===== config.mk =====
export PLATFORM = sky130hd
export DESIGN_NAME = fifo_wr_arbiter
export DESIGN_NICKNAME = d
export VERILOG_FILES = /design/src/rtl/fifo_arb_pkg.sv /design/src/rtl/rr_pick.sv /design/src/rtl/fifo_wr_arbiter.sv
export SDC_FILE = /design/constraint.sdc
export NUM_CORES = 1
export LEC_CHECK = 0
export BUFFER_PORTS_ARGS = -buffer_cell sky130_fd_sc_hd__clkbuf_2
export CAP_MARGIN = 20
export CORE_ASPECT_RATIO = 1.5
export CORE_MARGIN = 2
export CORE_UTILIZATION = 47
export CTS_CLUSTER_SIZE = 40
export DETAILED_ROUTE_END_ITERATION = 12
export PLACE_DENSITY = 0.87
export SYNTH_ARGS = -nofsm -noshare
export SYNTH_HDL_FRONTEND = slang
export SYNTH_SLANG_ARGS = --single-unit

===== constraint.sdc =====
create_clock -name clk -period 2.6 [get_ports clk]
set_input_delay 0.13 -clock clk [delete_from_list [all_inputs] [get_ports clk]]
set_output_delay 0.13 -clock clk [all_outputs]
set_load 0.01 [all_outputs]

===== src/rtl/fifo_arb_pkg.sv =====
// Shared types and the round-robin search used by the fifo_dram write arbiter.
// Requester indices are carried in IDX_MAX_W bits so one function serves every NUM_REQ up to MAX_REQ.
package fifo_arb_pkg;

  localparam int MAX_REQ   = 8;
  localparam int IDX_MAX_W = 3;

  typedef enum logic {
    ST_IDLE  = 1'b0,
    ST_BURST = 1'b1
  } arb_state_e;

  // First set bit of valid, searching upward from last+1 and wrapping at num_req.
  function automatic logic [IDX_MAX_W-1:0] next_rr_index(
    input logic [MAX_REQ-1:0]   valid,
    input logic [IDX_MAX_W-1:0] last,
    input int                   num_req
  );
    logic [IDX_MAX_W-1:0] idx;
    logic [IDX_MAX_W-1:0] cand;
    logic                 found;
    idx   = '0;
    found = 1'b0;
    for (int k = 1; k <= MAX_REQ; k++) begin
      cand = IDX_MAX_W'((int'(last) + k) % num_req);
      if (!found && (k <= num_req) && valid[cand]) begin
        idx   = cand;
        found = 1'b1;
      end
    end
    return idx;
  endfunction

endpackage


===== src/rtl/rr_pick.sv =====
// Combinational round-robin picker: one-hot and index of the next valid requester after last.
module rr_pick
  import fifo_arb_pkg::*;
#(
  parameter int NUM_REQ = 4,
  parameter int IDX_W   = 2
) (
  input  logic [NUM_REQ-1:0] valid,
  input  logic [IDX_W-1:0]   last,
  output logic               any,
  output logic [NUM_REQ-1:0] onehot,
  output logic [IDX_W-1:0]   idx
);

  logic [MAX_REQ-1:0]   valid_ext;
  logic [IDX_MAX_W-1:0] pick;

  assign valid_ext = MAX_REQ'(valid);
  assign pick      = next_rr_index(valid_ext, IDX_MAX_W'(last), NUM_REQ);
  assign idx       = IDX_W'(pick);
  assign any       = |valid;

  always_comb begin
    onehot = '0;
    if (any) onehot[idx] = 1'b1;
  end

endmodule


===== src/rtl/fifo_wr_arbiter.sv =====
// Round-robin arbiter sharing the fifo_dram write port among NUM_REQ byte sources,
// granting one source at a time for at most MAX_BURST bytes and stalling on fifo_full.
module fifo_wr_arbiter
  import fifo_arb_pkg::*;
#(
  parameter int NUM_REQ   = 4,
  parameter int MAX_BURST = 4,
  parameter int DATA_W    = 8,
  parameter int CNT_W     = 16
) (
  input  logic                      clk,
  input  logic                      rst,
  input  logic                      arb_en,
  input  logic [NUM_REQ-1:0]        req_valid,
  input  logic [NUM_REQ*DATA_W-1:0] req_data,
  output logic [NUM_REQ-1:0]        req_ready,
  input  logic                      fifo_full,
  output logic                      fifo_wr_en,
  output logic [DATA_W-1:0]         fifo_datain,
  output logic [NUM_REQ-1:0]        grant,
  output logic                      busy,
  output logic [CNT_W-1:0]          wr_count
);

  localparam int IDX_W  = (NUM_REQ > 1) ? $clog2(NUM_REQ) : 1;
  localparam int BCNT_W = 4;

  arb_state_e          state_q, state_d;
  logic [NUM_REQ-1:0]  grant_q, grant_d;
  logic [IDX_W-1:0]    gidx_q, gidx_d;
  logic [IDX_W-1:0]    last_q, last_d;
  logic [BCNT_W-1:0]   burst_cnt_q, burst_cnt_d;
  logic [CNT_W-1:0]    wr_count_q, wr_count_d;

  logic                pick_any;
  logic [NUM_REQ-1:0]  pick_onehot;
  logic [IDX_W-1:0]    pick_idx;
  logic                in_burst, g_valid, accept;
  logic [DATA_W-1:0]   g_data;

  rr_pick #(
    .NUM_REQ (NUM_REQ),
    .IDX_W   (IDX_W)
  ) u_rr_pick (
    .valid  (req_valid),
    .last   (last_q),
    .any    (pick_any),
    .onehot (pick_onehot),
    .idx    (pick_idx)
  );

  // NOTE: every signal driven in always_comb gets a default first, so no path can infer a latch.
  always_comb begin
    g_valid = 1'b0;
    g_data  = '0;
    for (int i = 0; i < NUM_REQ; i++) begin
      if (gidx_q == IDX_W'(i)) begin
        g_valid = req_valid[i];
        g_data  = req_data[i*DATA_W +: DATA_W];
      end
    end
  end

  assign in_burst    = (state_q == ST_BURST);
  assign accept      = in_burst & g_valid & ~fifo_full;
  assign req_ready   = (in_burst && !fifo_full) ? grant_q : '0;
  assign fifo_wr_en  = accept;
  assign fifo_datain = accept ? g_data : '0;
  assign grant       = grant_q;
  assign busy        = in_burst;
  assign wr_count    = wr_count_q;

  always_comb begin
    state_d     = state_q;
    grant_d     = grant_q;
    gidx_d      = gidx_q;
    last_d      = last_q;
    burst_cnt_d = burst_cnt_q;
    wr_count_d  = wr_count_q + CNT_W'(accept);
    unique case (state_q)
      ST_IDLE: begin
        if (arb_en && pick_any) begin
          state_d     = ST_BURST;
          grant_d     = pick_onehot;
          gidx_d      = pick_idx;
          burst_cnt_d = '0;
        end
      end
      ST_BURST: begin
        if (accept) burst_cnt_d = burst_cnt_q + 1'b1;
        // A full stall leaves both the count and the grant untouched.
        if (!g_valid || (accept && (burst_cnt_q == BCNT_W'(MAX_BURST - 1)))) begin
          state_d = ST_IDLE;
          grant_d = '0;
          last_d  = gidx_q;
        end
      end
      default: state_d = ST_IDLE;
    endcase
  end

  // NOTE: sequential state uses non-blocking assignments so all registers update from pre-edge values.
  always_ff @(posedge clk or negedge rst) begin
    if (!rst) begin
      state_q     <= ST_IDLE;
      grant_q     <= '0;
      gidx_q      <= '0;
      last_q      <= IDX_W'(NUM_REQ - 1);
      burst_cnt_q <= '0;
      wr_count_q  <= '0;
    end else begin
      state_q     <= state_d;
      grant_q     <= grant_d;
      gidx_q      <= gidx_d;
      last_q      <= last_d;
      burst_cnt_q <= burst_cnt_d;
      wr_count_q  <= wr_count_d;
    end
  end

endmodule

==> run_results.csv <==
group,metric,value,unit
route,drt_first_iter_violations,25,
global_route,grt_busiest_layer,"met2",
synth,synth_top_flop_cell,"dfrtp_1",
synth,synth.avg_cell_area,11.38,um2
route,drt_pre_antenna_iters,4,
floorplanning,core_area,3383,um2
cts,cts_max_path_buffers,2,
timing,unrepaired_setup_endpoints_after_global_routing,"no",
cts,clk_pin_slew,0.06,ns
cts,clock_tree_from_tritoncts,"yes",
final_layout,area_growth_syn_to_layout,33.36,%
critical_path,crit_path_max_incr_delay,0.44,ns
critical_path,cp.buffers_inverters,1,
synth,seq_area_frac_synth,44.12,%
timing,fmax,419.3,MHz
final_layout,fin_nets,270,
critical_path,timing.critical_path.to_type,"flop",
route,route.final.wire_length,4.205,mm
placement,hpwlAfterDp,3.364,mm
final_layout,drive_gt1_share,49.56,%
critical_path,timing.critical_path.slowest_stage_cell,"or3_1",
timing,timing.final.hold_violations,0,
placement,place_congestion,0.8453,
worst_hold_path,min-delay-path-class,"in -> reg",
run,cap_viol_max_count,0,
critical_path,path_delay_family,"simple AND/OR/NAND/NOR gates",
global_route,number_of_antenna_violations_at_the_first_check_in_global_routing,0,
global_route,pin_count_of_the_biggest_net_entering_global_routing,30,
synth,ys_warns,0,
final_layout,diodes,0,
cts,clock-sinks,29,
synth,synth_cell_types,38,
floorplanning,die_w,52.38,um
floorplanning,total_die_area,4011,um2
critical_path,crit_path_max_fanout,5,
synth,mappedNetlistArea,1650,um2
cts,cts_buffer_count,5,
critical_path,cpMostUsedCell,"ha_1",
critical_path,timing.critical_path.required,2.80,ns
synth,ys_async_sr_fraction,100.0,%
global_route,grt_use_met2,42.00,%
global_route,met1_usage,20.44,%
route,via_count,1510,
cts,cts.repair_timing.setup_buffer_count,0,
critical_path,worstSetupStartpointType,"flop",
cts,h_tree_depth,2,
global_route,grt.met3_usage,5.294,%
power_and_ir_drop,leakage,1.156,nW
global_route,first_pass_grt_wire_length,6.596,mm
timing,drv_slew,0,
timing,max_slew.worst_pin.slew,0.6836,ns
floorplanning,placementRows,26,
critical_path,worst_ep_arrival_time,2.58,ns
synth,synth_enable_flop_cells,0,
final_layout,postLayoutCellArea,2201,um2
floorplanning,io-pin-count,74,
final_layout,multi_input_comb_area,894.6,um2
timing,finalCritPeriodShare,91.72,%
timing,fin_skew,0.007400,ns
power_and_ir_drop,power.ir.vdd_worst,0.6030,mV
route,remaining_drc_errors,0,
global_route,overall_routing_resource_usage,21.94,%
synth,netlist_instances,145,
critical_path,crit_type,"reg -> reg",
placement,placedInstanceArea,2090,um2
route,final_antenna_net_count,0,
timing,final_min_period,2.385,ns
status,run_status,"complete, no violations",
synth,mapped_nets,188,
timing,slew-limit-headroom,54.43,%
placement,port_buffers,73,
final_layout,area.sequential,728.2,um2
route,viasPerCell,5.593,
global_route,gr-total-overflow,0,
final_layout,nFillCells,287,
floorplanning,die-height,76.58,um
cts,clock_latency,0.28,ns
power_and_ir_drop,pwr_density_cell,894.4,nW/um2
timing,final-setup-viol-count,0,
cts,cts.repair.resized,0,
floorplanning,floorplan.initialDensity,48.78,%
global_route,via_count_of_the_first_global_routing_pass,1492,
route,routed_wire_length_per_instance,15.57,um
timing,fin_setup_tns,0,ns
critical_path,path_cells,"mux4_2, nand2_1, inv_1, ha_1, ha_1, nand3_1, or3_1, nor2_1, xor2_1",
synth,ff_latch_count_synth,29,
cts,clockRootBuffer,"clkbuf_8",
## placed cells by master, fill, tap and decap left out, types with 2 or more instances in the layout
cell type   n
inv_1       3
and3_2      8
o31ai_1     4
and2_1      4
xor2_1      6
mux2_2      3
nand2_1    17
dfstp_2     2
ha_1        3
clkbuf_8    7
xnor2_1     8
dfrtp_1    27
clkbuf_2   73
o211ai_1    4
buf_4       5
mux2i_1     3
o21ai_0     2
nand4_1     3
nand2b_1    2
nand3_1     8
nor2_1      8
mux4_2      9
## per-stage QoR
stage | setup WS (ns) | std cells | power, mW | hold slack [ns] | utilization [%]
6_report | 0.2152 | 270 | 1.968 | 0.3631 | 65.05
5_1_grt | 0.04954 | 270 | 2.085 | 0.3740 | 65.05
4_1_cts | 0.2003 | 270 | 1.980 | 0.3470 | 65.05
3_5_place_dp | 0.2000 | 261 | 1.570 | 0.2092 | 61.76
3_3_place_gp | 0.3499 | 261 | 1.541 | 0.1985 | 61.76
2_1_floorplan | 0.3131 | 145 | 1.250 | -0.1656 | -
## worst reg2reg max path: stages (launching register included)
cell and delay (ns):
dfrtp_1 0.39, mux4_2 0.36, nand2_1 0.10, inv_1 0.15
ha_1 0.22, ha_1 0.20, nand3_1 0.16, or3_1 0.44
nor2_1 0.13, xor2_1 0.16
## synthesized netlist by cell type (all sizes together) (2+ instances only)
master   n  area [um2]
o211ai   4       30.03
nand4    3       18.77
mux2     3       33.78
inv      3       11.26
xnor2    8       70.07
o21ai    2       10.01
dfstp    2       52.55
nor2     8       30.03
mux4     9       202.7
and3     9       66.32
nand3    8       40.04
dfrtp   27       675.7
xor2     6       52.55
clkbuf   3       11.26
o31ai    4       30.03
nand2   17       63.81
ha       3       37.54
and2     4       25.02
nand2b   3       26.27
mux2i    3       30.03
## cells by family after synthesis
kind of cell | share of synthesized area (%)
AOI/OAI and AO/OA | 8.643
xor gates and xnor gates | 7.430
adders and majority gates | 2.275
buffers and inverters | 1.668
DFF | 44.12
muxes | 16.15
and+or+nand+nor | 19.71
## worst paths after layout
check                           slack (ns)        endpoint      startpoint  cells after the start
min in group asynchronous             0.42     wr_count[5]             rst                      2
max in group asynchronous             1.74       gidx_q[0]             rst                      2
worst min-delay path                  0.36        grant[3]    req_valid[2]                      3
worst max-delay path                  0.22    wr_count[14]       gidx_q[0]                      9
worst max register to register        0.22    wr_count[14]       gidx_q[0]                      9
worst min register to register        0.48  burst_cnt_q[3]  burst_cnt_q[3]                      1
## cell type report
type,count,share of cell area (%)
Multi-Input combinational cell,109,40.65
Sequential cell,29,33.09
Timing Repair Buffer,79,18.76
Clock buffer,7,4.377
Tap cell,42,2.388
Inverter,3,0.5117
Clock inverter,1,0.2274
## report_power, final
part	internal [mW]	switching (mW)	leakage, nW
clock	0.239	0.166	0.0542
sequential	0.577	0.109	0.382
combinational	0.441	0.437	0.719
total	1.26	0.712	1.16
## repair_timing
action / in CTS / in global routing
hold endpoints to repair: 27 / 0
endpoints found under the setup margin: 0 / 0
hold buffers: 1 / 0
## state kept, by name, summed over array words and instances (netlist names)
register / count
gidx_q: 2
last_q: 2
busy: 1
grant: 4
wr_count: 16
burst_cnt_q: 4
## per-layer routing
layer | wire, um | vias up
met5 | 0 | -
met4 | 99 | 0
met3 | 422 | 11
met2 | 2280 | 83
met1 | 1403 | 720
li1 | - | 696
(Power assumes the default switching activity.)
